==> src/rtl/time_executor.sv <==
`default_nettype none
// ============================================================================
// Module   : time_executor
// Purpose  : Consumer end of the operation bus. Decodes the packed OPER word
//            {value, opcode} and applies it to a time-of-day seconds counter
//            that advances on a 1 Hz TICK enable and wraps modulo one day.
//            An iterative-subtraction converter turns the count into
//            HOUR/MINUTE/SECOND for the display path.
// Ports    : CLK        - clock, all state on rising edge
//            RST_N      - asynchronous active-low reset
//            OPER       - packed operation word {value, opcode}
//            OPER_VALID - one-cycle strobe, OPER holds a new operation
//            TICK       - one-cycle 1 Hz enable, advance count by one
//            TIME_CNT   - current seconds count, 0..day_sec-1
//            HOUR/MINUTE/SECOND - last completed conversion
//            UPD        - one-cycle pulse when HOUR/MINUTE/SECOND are written
//            BUSY       - converter active
//            OP_ERR     - sticky illegal-operation flag (ILLEGAL_OP_FLAG_EN)
// Options  : define ILLEGAL_OP_FLAG_EN to add the OP_ERR port and logic.
// Revision : 1.0 - initial release
// ============================================================================
module time_executor #(
  parameter int time_buff_size = 18,
  parameter int oper_l         = 3,
  parameter int day_sec        = 86400
) (
  input  logic                             CLK,
  input  logic                             RST_N,
  input  logic [time_buff_size+oper_l-1:0] OPER,
  input  logic                             OPER_VALID,
  input  logic                             TICK,
  output logic [16:0]                      TIME_CNT,
  output logic [4:0]                       HOUR,
  output logic [5:0]                       MINUTE,
  output logic [5:0]                       SECOND,
  output logic                             UPD,
  output logic                             BUSY
`ifdef ILLEGAL_OP_FLAG_EN
  ,
  output logic                             OP_ERR
`endif
);

  // Internal arithmetic width: large enough for count + value + modulus
  // without any intermediate truncation.
  localparam int         AW       = 19;
  localparam logic [AW-1:0] DAY   = AW'(day_sec);
  localparam logic [16:0] HOUR_SEC = 17'd3600;
  localparam logic [16:0] MIN_SEC  = 17'd60;

  // --------------------------------------------------------------------------
  // Operation decode
  // --------------------------------------------------------------------------
  logic [oper_l-1:0]         op;
  logic [time_buff_size-1:0] val;
  logic [AW-1:0]             val_ext;
  logic [AW-1:0]             cnt_ext;
  logic                      is_reset;
  logic                      is_dec;
  logic                      is_add;
  logic                      val_ok;
  logic                      legal;

  assign op       = OPER[oper_l-1:0];
  assign val      = OPER[time_buff_size+oper_l-1:oper_l];
  assign val_ext  = AW'(val);
  assign cnt_ext  = AW'(TIME_CNT);
  assign is_reset = (op == oper_l'(1));
  assign is_dec   = (op == oper_l'(2));
  assign is_add   = (op == oper_l'(4));
  assign val_ok   = (val_ext < DAY);
  // Opcode must be exactly one-hot; ADD/DEC additionally need an in-range value.
  assign legal    = OPER_VALID && (is_reset || ((is_dec || is_add) && val_ok));

  // --------------------------------------------------------------------------
  // Next-count arithmetic: ADD/DEC first, then TICK on the result
  // --------------------------------------------------------------------------
  logic [AW-1:0] sum;
  logic [AW-1:0] after_op;
  logic [AW-1:0] ticked;
  logic [AW-1:0] next_cnt;

  always_comb begin
    sum      = cnt_ext + val_ext;
    after_op = cnt_ext;
    if (legal && is_add) begin
      after_op = (sum >= DAY) ? (sum - DAY) : sum;
    end else if (legal && is_dec) begin
      // Borrowing a full day keeps the result in range when val > count.
      after_op = (cnt_ext >= val_ext) ? (cnt_ext - val_ext)
                                      : (cnt_ext + DAY - val_ext);
    end
    ticked = after_op + AW'(1);
    if (TICK) begin
      next_cnt = (ticked == DAY) ? '0 : ticked;
    end else begin
      next_cnt = after_op;
    end
    // RESET overrides everything, including a coincident TICK.
    if (legal && is_reset) begin
      next_cnt = '0;
    end
  end

  // --------------------------------------------------------------------------
  // Counter register. cnt_changed marks the edge on which the count moved so
  // the converter can reload on the following edge.
  // --------------------------------------------------------------------------
  logic cnt_changed;

  always_ff @(posedge CLK or negedge RST_N) begin
    if (!RST_N) begin
      TIME_CNT    <= '0;
      cnt_changed <= 1'b0;
    end else begin
      TIME_CNT    <= next_cnt[16:0];
      cnt_changed <= (next_cnt[16:0] != TIME_CNT);
    end
  end

  // --------------------------------------------------------------------------
  // Sticky illegal-operation flag
  // --------------------------------------------------------------------------
`ifdef ILLEGAL_OP_FLAG_EN
  always_ff @(posedge CLK or negedge RST_N) begin
    if (!RST_N) begin
      OP_ERR <= 1'b0;
    end else if (OPER_VALID && !legal) begin
      OP_ERR <= 1'b1;
    end else if (legal && is_reset) begin
      OP_ERR <= 1'b0;
    end
  end
`endif

  // --------------------------------------------------------------------------
  // Seconds -> H:M:S converter. Repeated subtraction of 3600 then 60; the
  // leftover is the seconds field. A count change at any point restarts it
  // and the in-flight result is dropped.
  // --------------------------------------------------------------------------
  typedef enum logic [1:0] {
    IDLE   = 2'd0,
    CONV_H = 2'd1,
    CONV_M = 2'd2
  } conv_state_t;

  conv_state_t state;
  logic [16:0] rem;
  logic [4:0]  h_acc;
  logic [5:0]  m_acc;

  always_ff @(posedge CLK or negedge RST_N) begin
    if (!RST_N) begin
      state  <= IDLE;
      rem    <= '0;
      h_acc  <= '0;
      m_acc  <= '0;
      HOUR   <= '0;
      MINUTE <= '0;
      SECOND <= '0;
      UPD    <= 1'b0;
      BUSY   <= 1'b0;
    end else begin
      UPD <= 1'b0;
      if (cnt_changed) begin
        rem   <= TIME_CNT;
        h_acc <= '0;
        m_acc <= '0;
        state <= CONV_H;
        BUSY  <= 1'b1;
      end else begin
        case (state)
          CONV_H: begin
            if (rem >= HOUR_SEC) begin
              rem   <= rem - HOUR_SEC;
              h_acc <= h_acc + 5'd1;
            end else begin
              state <= CONV_M;
            end
          end
          CONV_M: begin
            if (rem >= MIN_SEC) begin
              rem   <= rem - MIN_SEC;
              m_acc <= m_acc + 6'd1;
            end else begin
              // rem < 60 here, so the low six bits hold the whole value.
              HOUR   <= h_acc;
              MINUTE <= m_acc;
              SECOND <= rem[5:0];
              UPD    <= 1'b1;
              BUSY   <= 1'b0;
              state  <= IDLE;
            end
          end
          default: begin
            state <= IDLE;
            BUSY  <= 1'b0;
          end
        endcase
      end
    end
  end

endmodule
`default_nettype wire
==> config.mk <==
export PLATFORM = sky130hd
export DESIGN_NAME = time_executor
export DESIGN_NICKNAME = d
export VERILOG_FILES = /design/src/rtl/time_executor.sv
export SDC_FILE = /design/constraint.sdc
export NUM_CORES = 1
export LEC_CHECK = 0
export CELL_PAD_IN_SITES_DETAIL_PLACEMENT = 1
export CELL_PAD_IN_SITES_GLOBAL_PLACEMENT = 1
export CORE_MARGIN = 4
export CORE_UTILIZATION = 46
export CTS_CLUSTER_DIAMETER = 200
export DETAILED_ROUTE_END_ITERATION = 16
export HOLD_SLACK_MARGIN = 0.15
export PLACE_DENSITY = 0.89
export RECOVER_POWER = 25
export REMOVE_ABC_BUFFERS = 1
export SYNTH_ARGS = -nofsm -noshare
export SYNTH_HDL_FRONTEND = slang
export SYNTH_SLANG_ARGS = --single-unit
export TNS_END_PERCENT = 50
==> constraint.sdc <==
create_clock -name CLK -period 5.8 [get_ports CLK]
set_input_delay 1.16 -clock CLK [delete_from_list [all_inputs] [get_ports CLK]]
set_output_delay 1.16 -clock CLK [all_outputs]
set_load 0.02 [all_outputs]
==> impl_metrics.csv, run 1 <==
group,metric,value,unit
synth,syn-instance-count,1098,
floorplan,dieHeight,144,µm
run_status,stop_stage,"clock tree synthesis",
synth,syn_avg_cell_area,7.77,µm²
placed_design,dp_hpwl,35900,µm
clock_network,cts_resized,295,
placed_design,buffer_ports.inserted,60,
floorplan,io_pins,61,
synth,ys_seq_area_share,19.7,%
synth,ys_warn_count,0,
floorplan,die_x,144,µm
clock_network,cts_inserted_buffers,9,
clock_network,clock_sinks,67,
synth,ys.flop_type,"dfrtp_1",
clock_network,cts_max_path_buffers,2,
synth,synth_edf_count,0,
placed_design,routabilityCongestion,1.09,
run_status,error,"[ERROR DPL-0033] detailed placement checks failed during check placement.",
synth,synth_cell_types,98,
floorplan,initial_core_util,47.2,%
floorplan,row_count,49,
synth,synth-seq-cells,67,
clock_network,h-tree-depth,3,
synth,synthArstFlopShare,100,%
clock_network,cts_setup_buffers,78,
clock_network,cts_hold_buf,0,
synth,syn_area,8530,µm²
run_status,status,"did not finish",
clock_network,ctsRootBufferMaster,"clkbuf_16",
==> synth_stat cells (17+ instances only) <==
cell type | instances | area, µm²
nand2_1 | 121 | 454
nor2_1 | 90 | 338
inv_1 | 84 | 315
dfrtp_1 | 67 | 1680
ha_1 | 65 | 813
o21ai_0 | 61 | 305
xnor2_1 | 56 | 490
a21oi_1 | 51 | 255
nand3_1 | 33 | 165
nor3_1 | 28 | 140
clkbuf_1 | 24 | 90.1
nand4_1 | 21 | 131
xor2_1 | 20 | 175
or3_1 | 18 | 113
nor2b_1 | 17 | 106
nor4_1 | 17 | 106
==> stage by stage <==
stage | area (µm²) | instances | setup WS [ns] | util, % | setup TNS, ns
3_5_place_dp | 11600 | 1661 | -1.20 | 64.2 | -8.45
3_3_place_gp | 11600 | 1661 | -0.679 | 64.2 | -3.73
2_1_floorplan | 8340 | 1056 | -0.647 | - | -2.22
==> kinds of logic after synthesis <==
| group | Yosys count | share of synthesized area (%) |
|---|---|---|
| mux | 25 | 3.24 |
| simple gates | 430 | 25.8 |
| compound gates | 294 | 24.7 |
| flops | 67 | 19.7 |
| xor+xnor | 76 | 7.80 |
| fa+ha+maj | 79 | 12.8 |
| buf+inv | 127 | 6.01 |
==> inputs of run 2 (changes only) <==
- CELL_PAD_IN_SITES_DETAIL_PLACEMENT: 1 -> unset
- CELL_PAD_IN_SITES_GLOBAL_PLACEMENT: 1 -> unset
- CORE_UTILIZATION: 46 -> 40
- CTS_CLUSTER_DIAMETER: 200 -> unset
- HOLD_SLACK_MARGIN: 0.15 -> unset
- PLACE_DENSITY: 0.89 -> unset
- PLACE_DENSITY_LB_ADDON: unset -> 0.15
==> run 2 against run 1 <==
The flow now finishes, with violations (capacitance limit, slew limit). Synthesized cell count is the same. Synthesized area is the same.
==> impl_metrics.csv, run 2 <==
group,metric,value,unit
synth,synth_area_leaders,"dfrtp_1 20%, ha_1 9.5%, xnor2_1 5.8%, nand2_1 5.3%, nor2_1 4.0%",
route,drt_iter0_markers,719,
placed_design,routabilityCongestion,1.00,
synth,yosysTopAreaCellShare,19.7,%
timing,finalCritPeriodShare,98.3,%
critical_path,cp_top_family,"compound AO/OA/AOI/OAI gates",
timing,hold_ws,0.471,ns
timing,setup_violations,0,
critical_path,rr_startpoint,"TIME_CNT[5]",
clock_network,clk_latency,0.33,ns
critical_path,path_buf_inv,7,
route,wirelength,34400,µm
run_status,violations,"capacitance limit, slew limit",
synth,synthArstFlopShare,100,%
critical_path,cp-start-kind,"input pin",
power_and_ir_drop,p_leak,6.13,nW
grt,first_global_vias,9824,
final_layout,multi_input_area,7420,µm²
power_and_ir_drop,ir_worst_vdd,0.000177,V
timing,min_period,5.70,ns
critical_path,crit_path_max_fanout,4,
synth,synth-compound-area-share,24.7,%
run_status,status,"finished, violations left",
synth,syn-instance-count,1098,
min_path,holdPathStages,2,
floorplan,die_x,154,µm
clock_network,clk_pin_slew,0.05,ns
placed_design,dp.cells,1743,
final_layout,final_common_cell,"buf_4",
final_layout,top_regs,"TIME_CNT (17), rem (17)",
timing,max-slew-margin-rel,-143,%
placed_design,dp_hpwl,26800,µm
final_layout,final_cell_mix,"375 x buf_4, 120 x nand2_1, 83 x nor2_1, 69 x inv_1, 67 x dfrtp_1",
floorplan,dieHeight,154,µm
placed_design,place_area,12000,µm²
grt,overflow,0,
synth,synth_most_common_cell,"nand2_1",
timing,tightest_slew,3.65,ns
critical_path,arrival,5.89,ns
critical_path,critical-path-max-stage-delay,0.62,ns
final_layout,drive_gt1_share,40.2,%
floorplan,io_pins,61,
floorplan,die_area,23700,µm²
floorplan,core_area,21000,µm²
final_layout,final_net_count,1628,
route,antenna_left,0,
synth,synth_xor_area_share,7.80,%
min_path,whs_endpoint,"HOUR[2]",
synth,syn_avg_cell_area,7.77,µm²
clock_network,cts_hold_buf,0,
placed_design,buffer_ports.inserted,60,
grt,antenna_found_initial,0,
synth,ys_warn_count,0,
synth,synth_mux_area_share,3.24,%
synth,syn_area,8530,µm²
critical_path,crit_path_frequent_cell,"buf_4",
synth,synth-simple-area-share,25.8,%
clock_network,cts_tree,"yes",
floorplan,initial_core_util,40.6,%
grt,grt_use_total,28.0,%
job,max_cap_violations,2,
synth,synth_top_family_by_area,"simple AND/OR/NAND/NOR gates",
synth,synth_fa_ha_area_share,12.8,%
clock_network,cts_inserted_buffers,9,
clock_network,clock_sinks,67,
route,via_per_inst,5.61,
min_path,hp-start,"HOUR[2]",
critical_path,r2r_slack,0.55,ns
synth,synth_cell_types,98,
final_layout,area_delta_synth_final,61.0,%
timing,hold_violations,0,
final_layout,diodes,0,
critical_path,end_kind,"flip-flop",
power_and_ir_drop,p_per_area,413,nW/µm²
synth,synthTopCellsByCount,"121 x nand2_1, 90 x nor2_1, 84 x inv_1",
final_layout,instances_no_fill,1803,
timing,fmax,0.175,GHz
critical_path,path_cells,"clkdlybuf4s15_1 > ha_1 > nor2_2 > a211oi_4 > buf_4 > buf_4 > o211ai_1 > o211a_4 > o211ai_2 > or4_4 > o41ai_4 > buf_4 > a311oi_2 > o32ai_2 > buf_4 > or3_1 > nor3_4 > nor3_4 > nor3_4 > buf_4 > buf_4 > o31a_1 > a211oi_2 > nand4_1",
synth,yosys.area.top_type,"dfrtp_1",
critical_path,setup.worst_path.class,"input pin to flip-flop",
critical_path,timing.rr.end,"cnt_changed",
timing,finalMaxSlewViolations,112,
route,drc,0,
critical_path,cp_slowest_cell,"or4_4",
synth,ys_seq_area_share,19.7,%
synth,ys.flop_type,"dfrtp_1",
clock_network,h-tree-depth,3,
floorplan,row_count,53,
route,wire_per_inst,19.1,µm
route,firstDrtPassIters,6,
clock_network,ctsRootBufferMaster,"clkbuf_16",
timing,skew,0.00474,ns
critical_path,required,5.99,ns
clock_network,cts_max_path_buffers,2,
final_layout,finalInstanceArea,13700,µm²
synth,synth-seq-cells,67,
grt,grt_pass1_wl,53800,µm
min_path,min_path_type,"flip-flop to flip-flop",
critical_path,rr_worst_depth,25,
final_layout,num-fill-cells,1798,
route,dr_total_vias,10100,
final_layout,final-seq-area,1680,µm²
synth,synth_edf_count,0,
grt,grt_start_max_net_pins,68,
==> run 2: layer usage <==
metal  vias up  GRT usage, %  part of all wire (%)
met5         -             0                     0
met3        56          2.98                   5.1
met4         0          6.73                   2.9
li1       4851             -                     -
met1      4902          41.3                    47
met2       313          44.0                    45
==> run 2: per-stage QoR <==
stage	worst slack [ns]	total power, mW	setup TNS, ns	utilization, %
6_report	0.101	5.67	0	65.3
3_5_place_dp	-0.815	4.36	-4.60	56.9
3_3_place_gp	-0.743	4.35	-4.59	56.9
2_1_floorplan	-0.647	2.55	-2.22	-
4_1_cts	0.00460	5.32	0	62.1
5_1_grt	-0.0549	6.04	-0.0549	65.3
==> run 2: report_power, final <==
part,switching [mW],internal [mW],leakage [nW]
Clock,0.199,0.340,0.148
Combinational,2.25,2.18,5.11
Sequential,0.157,0.543,0.869
Total,2.61,3.06,6.13
==> run 2: cell type report <==
| class | count | area share [%] |
|---|---|---|
| Inverter | 85 | 2.32 |
| Clock buffer | 10 | 1.74 |
| Timing Repair Buffer | 457 | 26.8 |
| Tap cell | 275 | 2.51 |
| Clock inverter | 5 | 0.392 |
| Multi-Input combinational cell | 904 | 54.0 |
| Sequential cell | 67 | 12.2 |
==> run 2: worst max-delay path by stage <==
| stage | startpoint | end | slack, ns | depth (start not counted) |
|---|---|---|---|---|
| 2_1_floorplan | OPER[13] | cnt_changed | -0.65 | 18 |
| 3_3_place_gp | OPER[4] | cnt_changed | -0.74 | 24 |
| 3_5_place_dp | OPER[9] | cnt_changed | -0.82 | 25 |
| 4_1_cts | OPER[14] | cnt_changed | 0.005 | 24 |
| 5_1_grt | OPER[5] | cnt_changed | -0.05 | 23 |
| 6_report | OPER[5] | cnt_changed | 0.10 | 24 |
==> run 2: kinds of logic after synthesis <==
logic type | Yosys count
and+or+nand+nor | 430
DFF | 67
muxes | 25
AOI/OAI and AO/OA | 294
buffers and inverters | 127
xor gates and xnor gates | 76
adders and majority gates | 79
==> run 2: worst register-to-register path, stage by stage, from the launching register on <==
cell and delay (ns):
dfrtp_1 0.55, inv_1 0.24, fa_2 0.66, nor2_4 0.05, buf_4 0.13, a211o_1 0.31
a31oi_1 0.22, buf_4 0.21, xnor2_2 0.12, nand2b_1 0.07, a31oi_1 0.15, buf_4 0.15
nand4_1 0.12, buf_4 0.18, nor4_4 0.31, buf_4 0.18, buf_6 0.10, and4_4 0.21
nor3b_4 0.05, o211ai_4 0.22, nor3_4 0.07, buf_4 0.15, buf_4 0.12, o31a_1 0.24
a211oi_2 0.18, nand4_1 0.11
==> run 2: timing repair <==
action / in CTS / in global routing
pin swaps: 64 / 54
endpoints found under the setup margin: 8 / 7
hold endpoints to repair: 0 / 0
gates resized for setup: 129 / 137
setup buffers: 29 / 17
Note: power is estimated with default switching activity, not from simulation.
